<file path="src/rtl/image_load_controller.sv">
// Image load controller: streams IMG_BYTES bytes into an image buffer, starts
// the BNN, waits (with timeout) for its result and holds it until acknowledged.
module image_load_controller #(
    parameter int IMG_BYTES      = 113,
    parameter int TIMEOUT_CYCLES = 50000
) (
    input  logic       clk,
    input  logic       rst,
    input  logic [7:0] rx_data,
    input  logic       rx_valid,
    output logic       rx_ready,
    input  logic       cmd_clear,
    output logic       buf_clear,
    output logic       buf_we,
    output logic [7:0] buf_data,
    output logic       bnn_start,
    input  logic       bnn_done,
    input  logic [3:0] bnn_result,
    output logic [3:0] result,
    output logic       result_valid,
    input  logic       result_ack,
    output logic       err_timeout,
    output logic [6:0] byte_count,
    output logic [2:0] state_o
);

    typedef enum logic [2:0] {
        ST_CLEAR  = 3'd0,
        ST_LOAD   = 3'd1,
        ST_START  = 3'd2,
        ST_WAIT   = 3'd3,
        ST_RESULT = 3'd4
    } state_t;

    localparam logic [6:0]  LAST_BYTE = 7'(IMG_BYTES - 1);
    localparam logic [15:0] TO_LAST   = 16'(TIMEOUT_CYCLES - 1);

    state_t      state_q, state_d;
    logic [6:0]  byte_count_q, byte_count_d;
    logic [3:0]  result_q, result_d;
    logic        result_valid_q, result_valid_d;
    logic        err_timeout_q, err_timeout_d;
    logic [15:0] timeout_cnt_q, timeout_cnt_d;
    logic        accept;

    // Handshake: a byte transfers on any cycle where rx_valid && rx_ready;
    // rx_ready is only offered in LOAD, never during reset or a clear request.
    assign rx_ready  = !rst && (state_q == ST_LOAD) && !cmd_clear;
    assign accept    = rx_valid && rx_ready;
    assign buf_we    = accept;
    assign buf_data  = rx_data;
    assign buf_clear = rst || (state_q == ST_CLEAR);
    assign bnn_start = !rst && (state_q == ST_START);

    assign result       = result_q;
    assign result_valid = result_valid_q;
    assign err_timeout  = err_timeout_q;
    assign byte_count   = byte_count_q;
    assign state_o      = state_q;

    always_comb begin
        state_d        = state_q;
        byte_count_d   = byte_count_q;
        result_d       = result_q;
        err_timeout_d  = err_timeout_q;
        timeout_cnt_d  = timeout_cnt_q;

        case (state_q)
            ST_CLEAR:  state_d = ST_LOAD;
            ST_LOAD: begin
                if (accept && (byte_count_q == LAST_BYTE)) begin
                    state_d = ST_START;
                end
            end
            ST_START:  state_d = ST_WAIT;
            ST_WAIT: begin
                // A done arriving on the final allowed cycle beats the timeout.
                if (bnn_done) begin
                    state_d = ST_RESULT;
                end else if (timeout_cnt_q == TO_LAST) begin
                    state_d       = ST_CLEAR;
                    err_timeout_d = 1'b1;
                end
            end
            ST_RESULT: begin
                if (result_ack) begin
                    state_d = ST_CLEAR;
                end
            end
            default:   state_d = ST_CLEAR;
        endcase

        if (cmd_clear) begin
            state_d       = ST_CLEAR;
            err_timeout_d = 1'b0;
        end

        if (accept) begin
            byte_count_d = byte_count_q + 7'd1;
        end
        if ((state_q == ST_CLEAR) || (state_d == ST_CLEAR)) begin
            byte_count_d = 7'd0;
        end

        if ((state_q == ST_WAIT) && (timeout_cnt_q != 16'hFFFF)) begin
            timeout_cnt_d = timeout_cnt_q + 16'd1;
        end
        if ((state_d == ST_WAIT) && (state_q != ST_WAIT)) begin
            timeout_cnt_d = 16'd0;
        end

        if ((state_q == ST_WAIT) && (state_d == ST_RESULT)) begin
            result_d = bnn_result;
        end
        result_valid_d = (state_d == ST_RESULT);
    end

    always_ff @(posedge clk) begin
        if (rst) begin
            state_q        <= ST_CLEAR;
            byte_count_q   <= 7'd0;
            result_q       <= 4'd0;
            result_valid_q <= 1'b0;
            err_timeout_q  <= 1'b0;
            timeout_cnt_q  <= 16'd0;
        end else begin
            state_q        <= state_d;
            byte_count_q   <= byte_count_d;
            result_q       <= result_d;
            result_valid_q <= result_valid_d;
            err_timeout_q  <= err_timeout_d;
            timeout_cnt_q  <= timeout_cnt_d;
        end
    end

endmodule

</file>
<file path="config.mk">
export PLATFORM = sky130hd
export DESIGN_NAME = image_load_controller
export DESIGN_NICKNAME = d
export VERILOG_FILES = /design/src/rtl/image_load_controller.sv
export SDC_FILE = /design/constraint.sdc
export NUM_CORES = 1
export LEC_CHECK = 0
export CAP_MARGIN = 30
export CORE_ASPECT_RATIO = 0.9
export CORE_MARGIN = 5
export CORE_UTILIZATION = 52
export DETAILED_ROUTE_END_ITERATION = 6
export PLACE_DENSITY_LB_ADDON = 0.25
export RECOVER_POWER = 50
export SLEW_MARGIN = 20
export SYNTH_ARGS = -nofsm -noshare
export SYNTH_HDL_FRONTEND = slang
export SYNTH_SLANG_ARGS = --single-unit
</file>
<file path="constraint.sdc">
create_clock -name clk -period 4.13 [get_ports clk]
set_clock_uncertainty 0.05 [all_clocks]
set_input_delay 0.6195 -clock clk [delete_from_list [all_inputs] [get_ports clk]]
set_output_delay 0.6195 -clock clk [all_outputs]
set_load 0.02 [all_outputs]
</file>
**Word-level counts from Yosys, hierarchy flattened**

Index checks and enable logic that the tools add are counted.

- RAM bits: 0
- Logic and storage cells: 43
- Flip-flop bits (word level): 32
- Bits in latches: 0
- Memories kept: 0
- Output and inout port bits: 28
- Bits in read-only memories: 0
- Bits of input ports: 18

- Equal/unequal tests: 10
- Div/mod/pow operators: 0
- Reductions and logical operators: 18
- Add/sub/neg operators: 2
- Multipliers: 0
- $lt $le $gt $ge: 0
- Muxes and demuxes: 6
- Shifts and indexed selects: 0
- Bitwise operators: 1

Operators by type and width:

| operator | count |
|---|---|
| adder 16 x 1 -> 16 bit, second input constant | 1 |
| == test 16 bit, second input constant | 1 |
| != test 16 bit, second input constant | 1 |
| 2-to-1 mux 3 bit | 5 |
| one-hot mux 3 bit (5 select lines) | 1 |
| == test 3 x 2 -> 1 bit, second input constant | 3 |
| logical AND 1 bit | 8 |
| adder 7 x 1 -> 7 bit, second input constant | 1 |
| == test 7 bit, second input constant | 1 |
| == test 3 bit, second input constant | 2 |
| logical NOT 3 bit | 2 |
| OR reduction 2 bit | 3 |
| == test 3 x 1 -> 1 bit, second input constant | 1 |
| != test 3 x 2 -> 1 bit, second input constant | 1 |
| AND reduction 3 bit | 1 |
| logical NOT 1 bit | 2 |
| logical OR 1 bit | 2 |
| inverter 1 bit | 1 |

**Logic depth before layout (Yosys ltp)**

- Depth after elaboration: 11
- Gate-level depth with buffers: 8
- Depth with buffers taken out: 7

**Worst setup path before layout**

Ideal clock, no wire load.

- Kind: input-to-output
- Start: input port cmd_clear
- End: output port rx_ready
- Stages on the path: 3
- Slack: 1857 ps
- Arrival: 1603 ps
- Required time: 3461 ps
- Buffers on the path: 1
- Path through: or2_2 > clkbuf_1 > nor3b_1

- Cells in the longest elaborated chain, start to end: 2

RTL lines:

| item | line | text |
|---|---|---|
| start, declared | 12 | `input logic cmd_clear,` |
| logical NOT 1 bit | 48 | `assign rx_ready = !rst && (state_q == ST_LOAD) && !cmd_clear;` |
| logical AND 1 bit | 48 |  |
| end, declared | 11 | `output logic rx_ready,` |

Every way passes these cells.

**Final worst setup path**

- Start: input port cmd_clear
- End: output port buf_we

- Cells in the longest elaborated chain, start to end: 3

RTL lines:

| item | line | text |
|---|---|---|
| logical NOT 1 bit | 48 |  |
| logical AND 1 bit | 48 |  |
| logical AND 1 bit | 49 | `assign accept = rx_valid && rx_ready;` |
| end, declared | 14 | `output logic buf_we,` |

Every way passes these cells.

==> impl_metrics.env <==
export IMPL_antenna_cells_inserted=0
export IMPL_worst_ep_required_time_ps=3460
export IMPL_area_growth_pct=18.5
export IMPL_io_pins=46
export IMPL_cts_resized=0
export IMPL_firstDrtPassIters=4
export IMPL_htreeDepth=2
export IMPL_dp_hpwl_mm=2.69
export IMPL_synthArstFlopShare=0
export IMPL_grt_pass1_wl_mm=6.65
export IMPL_finalHoldViolations=0
export IMPL_cts_root_buffer="clkbuf_8"
export IMPL_finalSetupTns_ps=0
export IMPL_yosysTopAreaCellShare=0.354
export IMPL_initial_utilization=0.536
export IMPL_synthMuxAreaShare=0.0111
export IMPL_place_congestion=0.822
export IMPL_critPathCaptureType="primary output"
export IMPL_grt_pass1_vias=1440
export IMPL_arrival_ps=2760
export IMPL_synth_area_leader_cell="dfxtp_1"
export IMPL_slew_violations=0
export IMPL_cts_tree="done"
export IMPL_synthAdderAreaFrac=0.0207
export IMPL_path_clk_slew_ps=70
export IMPL_vias=1496
export IMPL_synth_compound_area_share=0.113
export IMPL_wire_per_inst_um=14.1
export IMPL_synth_xor_area_frac=0.0823
export IMPL_rsz0062_at_grt="no"
export IMPL_post_route_util=0.634
export IMPL_coreArea_mm2=0.00338
export IMPL_instances_no_fill=274
export IMPL_ctsHoldBuffers=0
export IMPL_report_power_total_w=0.000589
export IMPL_slew_headroom=0.493
export IMPL_ir_drop_uv=222
export IMPL_period_share=0.830
export IMPL_clock_path_buffers=2
export IMPL_nNetsFinal=250
export IMPL_synth_edf_count=0
export IMPL_synth_cell_types=43
export IMPL_syn_nets=230
export IMPL_tightestPinTransition_ps=754
export IMPL_cts_setup_buffers=0
export IMPL_place_inst=266
export IMPL_drive_gt1_frac=0.122
export IMPL_p_leak_nw=0.804
export IMPL_viasPerCell=5.46
export IMPL_synth_area_leaders="dfxtp_1 (35%), nor3_2 (6.1%), xor2_1 (5.8%)"
export IMPL_synth_seq_cells=32
export IMPL_insertion_delay_ps=290
export IMPL_syn_instance_count=209
export IMPL_critPathMaxFanout=8
export IMPL_die_height_um=66.0
export IMPL_synth_seq_area_share=0.354
export IMPL_track_usage=0.178
export IMPL_hold_path_class="reg -> reg"
export IMPL_io_buffer_count=29
export IMPL_synth_warnings=0
export IMPL_first_iter_violations=113
export IMPL_numCtsBuffers=5
export IMPL_status="finished clean"
export IMPL_grt_max_degree=21
export IMPL_startpoint_type="primary input"
export IMPL_path_class="in -> out"
export IMPL_grt_overflow=0
export IMPL_syn_cell_area_mm2=0.00181
export IMPL_clkSinkCount=32
export IMPL_max_freq_mhz=292
export IMPL_drtAntennaViolNets=0
export IMPL_synth_ff_type="dfxtp_1"
export IMPL_power_density_mw_per_mm2=275
export IMPL_drv_cap=0
export IMPL_die_area_mm2=0.00476
export IMPL_row_count=20
export IMPL_timing_hold_ws_ps=434
export IMPL_period_needed_ps=3430
export IMPL_antenna_found_initial=0
export IMPL_die_width_um=72.2
export IMPL_drc=0
export IMPL_syn_area_per_cell_um2=8.66
export IMPL_finalSetupViolCount=0
export IMPL_synth_top_family_by_area="simple AND/OR/NAND/NOR gates"
export IMPL_wirelength_mm=3.85
export IMPL_yosys_area_share_simple=0.346
layout by cell type (no fill, tap or decap), types with 2 or more instances in the layout:
cell type	instances
dlygate4sd3_1	14
clkinv_2	2
or4_1	2
nor2b_1	4
or2_2	3
nand3_1	7
xnor2_1	5
nand2_1	16
nand4_1	6
clkdlybuf4s50_1	15
dfxtp_1	32
ha_1	3
a21oi_1	13
nor4_1	4
and4_1	3
nor3_1	8
mux2i_1	2
nor2_1	16
inv_1	7
o21ai_0	10
xor2_1	12
and2_1	8
clkbuf_8	6
a211oi_1	2
nor3_2	11
through the flow:
| stage | instance area, um^2 | setup WS, ps |
|---|---|---|
| floorplan | 1810 | 1860 |
| global placement | 2060 | 959 |
| detailed placement | 2060 | 939 |
| CTS | 2150 | 936 |
| global route | 2140 | 516 |
| finish | 2140 | 703 |
cells in the mapped netlist, drive strengths merged, types with 2 or more instances:
library cell / number
nor3: 19
nand4: 6
or4: 2
xnor2: 5
nand2: 16
a21oi: 13
buf: 12
a2111oi: 2
and2: 8
a211oi: 2
nor4: 5
dfxtp: 32
and4: 3
inv: 7
clkbuf: 5
nor2b: 4
nand3b: 2
nand3: 7
o21ai: 11
nor2: 16
or2: 3
mux2i: 2
xor2: 12
ha: 3
state kept, by name (all words and copies together) (netlist names):
name	flops
timeout_cnt_q	16
byte_count	7
result	4
state_o	3
err_timeout	1
result_valid	1
metal layers:
| layer | GRT usage | wire (um) |
|---|---|---|
| met4 | 0.0798 | 78 |
| met1 | 0.241 | 1870 |
| met2 | 0.252 | 1660 |
| met5 | 0 | 0 |
| met3 | 0.0623 | 238 |
cells by family after synthesis:
kind of cell    Yosys count
simple gates             99
compound gates           32
xor+xnor                 17
mux                       2
buf+inv                  24
flops                    32
fa+ha+maj                 3
final cells by class:
cell class              instances  area (um^2)
fillers                       297         1230
multi-input cells             153         1030
flip-flops and latches         32          641
repair buffers                 30          298
clock buffers                   6         82.6
well taps                      44         55.1
inverters                       7         26.3
clock inverters                 2         10.0
final timing paths:
kind         slack (ps)        startpoint  cells after the start                to
max                 700         cmd_clear                      5            buf_we
min                 430         result[1]                      2         result[1]
max reg2reg        1890  timeout_cnt_q[0]                      6  timeout_cnt_q[2]
min reg2reg         430         result[1]                      2         result[1]
power by group:
| part | switching (W) | internal [W] | leakage, nW |
|---|---|---|---|
| clock network | 0.000120 | 0.000133 | 0.0510 |
| registers | 0.00000169 | 0.000309 | 0.258 |
| logic | 0.0000131 | 0.0000130 | 0.495 |
worst max-delay path, stage by stage:
cell	delay [ps]
dlygate4sd3_1	640
nor4b_1	490
nand2_1	200
inv_1	180
clkdlybuf4s50_1	630
Note: power is estimated with default switching activity, not from simulation.
==> variant 1 (same flow settings) <==
Take the reset off `result_q` and load it in a clocked block of its own.
--- a/src/rtl/image_load_controller.sv
+++ b/src/rtl/image_load_controller.sv
@@ -120,5 +120,4 @@
             state_q        <= ST_CLEAR;
             byte_count_q   <= 7'd0;
-            result_q       <= 4'd0;
             result_valid_q <= 1'b0;
             err_timeout_q  <= 1'b0;
@@ -127,5 +126,4 @@
             state_q        <= state_d;
             byte_count_q   <= byte_count_d;
-            result_q       <= result_d;
             result_valid_q <= result_valid_d;
             err_timeout_q  <= err_timeout_d;
@@ -134,4 +132,8 @@
     end
 
+    always_ff @(posedge clk) begin
+        result_q <= result_d;
+    end
+
 endmodule
 
Check against the original RTL: same outputs for any inputs over 10 cycles, from zero or initial values and one cycle with rst high; that may be too few to reach the edited logic, so the function may still have changed.
==> variant 1 against the original RTL <==
Sequential cell count unchanged. Maximum frequency increased by 7.4%. Sequential share of layout area increased by 3.5 points. Worst setup slack improved by 0.24 ns. Critical path depth decreased by 1. Wire length decreased by 0.88%. Final area decreased by 4.8%. Count of clock-buffer cells in the layout increased by 2. Power decreased by 0.79%. Critical path type unchanged. Final cell count decreased by 6.9%. Die area decreased by 4.7%. Area after synthesis decreased by 5.5%.
==> variant 1: results (changes against the original RTL) <==
| Metric | Value |
|---|---|
| EDFF count, synth | 4 (was 0) |
| DR top layer | met4 (unchanged) |
| Post-synthesis async set-or-reset flop share | 0% (unchanged) |
| CTS Buf Count | 5 (unchanged) |
| RD Place Congestion | 0.802 (was 0.822) |
| Max_cap viols | 0 (unchanged) |
| WL met2 | 1890 um (was 1660 um) |
| Post-place setup slack | 1.00 ns (was 0.939 ns) |
| Post-synthesis net count | 213 (was 230) |
| Via count | 1493 (was 1496) |
| Post-cts sizing count | 0 (unchanged) |
| Status | finished, final reports clean (unchanged) |
| Min Hold Slack | 0.448 ns (was 0.434 ns) |
| All-Layer GR Usage | 17.2% (was 17.8%) |
| Most common library cells after synthesis | dfxtp_1 (28), a21oi_1 (16), nor2_1 (14) (was dfxtp_1 (32), nand2_1 (16), nor2_1 (16)) |
| Antenna diode count | 0 (unchanged) |
| Worst rel slew slack | 22.1% (was 49.3%) |
| Largest reg by FF count | timeout_cnt_q (unchanged) |
| CP max FO | 8 (unchanged) |
| Met3 Wirelength | 191 um (was 238 um) |
| Number of distinct library cells after synthesis | 47 (was 43) |
| CTS root buffer | clkbuf_8 (unchanged) |
| Post-CTS setup buffers | 0 (unchanged) |
| Leakage power | 0.000672 uW (was 0.000804 uW) |
| Clock Pin Slew Worst Setup and Hold Paths | approximately 0.06 ns |
| Max reg flops | 16 (unchanged) |
| H-tree level count | 2 (unchanged) |
| Largest net degree at the start of global routing | 17 (was 21) |
| Gr ovfl total | 0 (unchanged) |
| Worst Hold Class | flip-flop to flip-flop (unchanged) |
| Final-layout fill cell count | 257 (was 297) |
| VDD IR max | 0.000163 V (was 0.000222 V) |
| HPWL after DPL | 2770 um (was 2690 um) |
| Nets@finish | 233 (was 250) |
| Layout cell share with drive strength beyond 1 | 6.10% (was 12.2%) |
| Register area share after synthesis | 39.8% (was 35.4%) |
| Tmin final | 3.19 ns (was 3.43 ns) |
| WL met1 | 1690 um (was 1870 um) |
| DR pass1 iterations | 4 (unchanged) |
| Worst-Skew Late Latency | 0.28 ns |
| R2r setup slk | 1.61 ns (was 1.89 ns) |
| Clock buffer depth | 2 (unchanged) |
| WP data arrival | 2.52 ns (was 2.76 ns) |
| Top cells by area, synth | dfxtp_1 (33%), edfxtp_1 (7.0%), a21oi_1 (4.7%) (was dfxtp_1 (35%), nor3_2 (6.1%), xor2_1 (5.8%)) |
| Initial antenna violation count | 0 (unchanged) |
| Wire per inst | 15.0 um (was 14.1 um) |
| First-pass GRT wire length | 6430 um (was 6650 um) |
| Initial DRC count | 104 (was 113) |
variant 1: changes by cell type after synthesis, moves of 5 or more:
cell / delta
o31ai_1: +6
or3_1: +6
nor3_2: -11
nand2_1: -5
or4_1: +5
xor2_1: -8
variant 1: worst max-delay path, stage by stage:
cell and delay [ns]:
clkdlybuf4s50_1 0.51, nor2_1 0.40, and2_0 0.33, clkdlybuf4s50_1 0.66
variant 1: cell families after synthesis:
group | Yosys count | synth area share, %
XOR/XNOR | 5 | 2.56
buffers and inverters | 20 | 7.02
adder cells (fa/ha/maj) | 3 | 2.19
AND/OR/NAND/NOR | 89 | 32.0
AO/OA/AOI/OAI | 43 | 16.4
flip-flops | 32 | 39.8
variant 1: layer usage:
| metal | GRT usage, % | vias to the layer above |
|---|---|---|
| met3 | 4.02 | 6 |
| met1 | 20.9 | 698 |
| met4 | 7.18 | 0 |
| met2 | 29.4 | 43 |
| met5 | 0 | - |
| li1 | - | 746 |
variant 1: path summary, 6_finish.rpt:
| check | from | to | cells past startpoint |
|---|---|---|---|
| worst max register to register | timeout_cnt_q[0] | timeout_cnt_q[6] | 5 |
| worst min register to register | err_timeout | err_timeout | 1 |
| worst max-delay path | rst | buf_we | 4 |
| worst min-delay path | err_timeout | err_timeout | 1 |
variant 1: cell type report:
cell class	count	area [um2]	area share, %
Multi-Input combinational cell	140	912	44.7
Sequential cell	32	681	33.4
Timing Repair Buffer	29	290	14.2
Clock buffer	8	90.1	4.41
Tap cell	42	52.6	2.58
Inverter	4	15.0	0.736
variant 1: report_power, final:
part | switching (uW) | internal [uW] | total [uW]
sequential | 1.89 | 315 | 317
clock | 109 | 136 | 245
combinational | 11.3 | 11.7 | 23.0
total | 122 | 463 | 585
variant 1: per-stage QoR:
| step | cell area, um2 | std cells |
|---|---|---|
| after floorplan | 1710 | 192 |
| after detailed placement | 1950 | 247 |
| after global routing | 2040 | 255 |
| after global placement | 1950 | 247 |
| final | 2040 | 255 |
| after CTS | 2040 | 255 |
==> variant 2 (same settings) <==
Made on the original files. `IMG_BYTES`: 113 -> 56.
--- a/src/rtl/image_load_controller.sv
+++ b/src/rtl/image_load_controller.sv
@@ -2,5 +2,5 @@
 // the BNN, waits (with timeout) for its result and holds it until acknowledged.
 module image_load_controller #(
-    parameter int IMG_BYTES      = 113,
+    parameter int IMG_BYTES      = 56,
     parameter int TIMEOUT_CYCLES = 50000
 ) (
Behaviour: no difference found for any inputs over 10 cycles, from zero or initial values and one cycle with rst high; that may be too few to reach the edited logic, so the function may still have changed.
==> variant 2 against the original RTL <==
Die area is 0.90% lower. Final area is 1.4% lower. Worst setup slack better by 0.016 ns. Final cell count is 1.1% lower. Power decreased by 0.30%. Wire length grew 9.3%. Area after synthesis shrank 1.0%. Sequential cell count is the same. Critical path type unchanged. Largest power group unchanged.
==> variant 2: results (changes against the original RTL) <==
| Metric | Value |
|---|---|
| Worst rel slew slack | 50.3% (was 49.3%) |
| RD Place Congestion | 0.836 (was 0.822) |
| P_seq | 310 uW (was 311 uW) |
| Status | finished, final reports clean (unchanged) |
| Avg Inst Size Synth | 8.69 um2 (was 8.66 um2) |
| WL met1 | 1760 um (was 1870 um) |
| Dpl cells | 263 (was 266) |
| Port bufs | 29 (unchanged) |
| Worst hold path startpoint | err_timeout (was result[1]) |
| Antenna diode count | 0 (unchanged) |
| WL met2 | 2090 um (was 1660 um) |
| Final-layout fill cell count | 301 (was 297) |
| DRT Wirelength | 4210 um (was 3850 um) |
| Via count | 1682 (was 1496) |
| Leakage power | 0.000698 uW (was 0.000804 uW) |
| Layout cell share with drive strength beyond 1 | 8.81% (was 12.2%) |
| Post-synthesis net count | 226 (was 230) |
| Crit path launch | cmd_clear (unchanged) |
| P_int | 459 uW (was 455 uW) |
| R2R Path Start | state_o[2] (was timeout_cnt_q[0]) |
| HPWL after DPL | 3090 um (was 2690 um) |
| Gate power share | 5.1% (was 4.4%) |
| CP max FO | 9 (was 8) |
| All-Layer GR Usage | 18.7% (was 17.8%) |
| Nets@finish | 246 (was 250) |
| WP data arrival | 2.74 ns (was 2.76 ns) |
| Fin cells | 271 (was 274) |
| First-pass GRT wire length | 7060 um (was 6650 um) |
| Initial DRC count | 129 (was 113) |
| Met3 Wirelength | 305 um (was 238 um) |
| Register area share after synthesis | 35.8% (was 35.4%) |
| Vias in the first global route | 1572 (was 1440) |
| Largest net degree at the start of global routing | 18 (was 21) |
| Number of distinct library cells after synthesis | 41 (was 43) |
| Yosys warnings | 0 (unchanged) |
| VDD IR max | 0.000188 V (was 0.000222 V) |
| Placed instance area | 0.00203 mm2 (was 0.00206 mm2) |
| Most common library cells after synthesis | dfxtp_1 (32), a21oi_1 (18), nand2_1 (13) (was dfxtp_1 (32), nand2_1 (16), nor2_1 (16)) |
| Top cells by area, synth | dfxtp_1 (36%), a21oi_1 (5.0%), mux2i_1 (3.9%) (was dfxtp_1 (35%), nor3_2 (6.1%), xor2_1 (5.8%)) |
| Clock buffer depth | 2 (unchanged) |
| Max reg flops | 16 (unchanged) |
variant 2: changes by cell type after synthesis, sizes merged, moves of 7 or more:
cell,unedited run,this run
or3,1,8
xor2,12,0
nor3,19,8
and2,8,0
nor4,5,13
variant 2: layout make-up:
cell class | count | area (um2) | area share [%]
Tap cell | 44 | 55.1 | 2.61
Clock buffer | 8 | 90.1 | 4.26
Sequential cell | 32 | 641 | 30.3
Inverter | 6 | 22.5 | 1.07
Timing Repair Buffer | 30 | 298 | 14.1
Multi-Input combinational cell | 151 | 1010 | 47.7
variant 2: worst paths after layout:
kind              endpoint  slack [ns]  cells after the start
max                 buf_we        0.72                      4
min            err_timeout        0.43                      1
max reg2reg  byte_count[3]        2.02                      4
min reg2reg    err_timeout        0.43                      1
variant 2: through the flow:
step / hold slack (ns) / setup slack (ns) / total power (uW) / utilization [%]
global route: 0.447 / 0.673 / 609 / 63.0
floorplan: 0.426 / 1.87 / 346 / -
finish: 0.429 / 0.719 / 588 / 63.0
CTS: 0.435 / 0.820 / 593 / 63.2
global placement: 0.422 / 0.844 / 347 / 60.5
detailed placement: 0.420 / 0.815 / 348 / 60.5
variant 2: worst max-delay path, stage by stage:
cell and delay [ns]:
dlygate4sd3_1 0.65, or4b_4 0.66, nor2_4 0.17, clkdlybuf4s50_1 0.63
variant 2: cells by family after synthesis:
family	share of synthesized area [%]
flip-flops	35.8
multiplexers	3.91
AND/OR/NAND/NOR	33.6
buffers and inverters	7.62
AO/OA/AOI/OAI	14.7
adder cells (fa/ha/maj)	1.40
XOR/XNOR	2.93
variant 2: per-layer routing:
| metal | track usage [%] | up-vias |
|---|---|---|
| met1 | 22.7 | 797 |
| met3 | 4.89 | 9 |
| met4 | 7.51 | 0 |
| li1 | - | 809 |
| met5 | 0 | - |
| met2 | 31.3 | 67 |
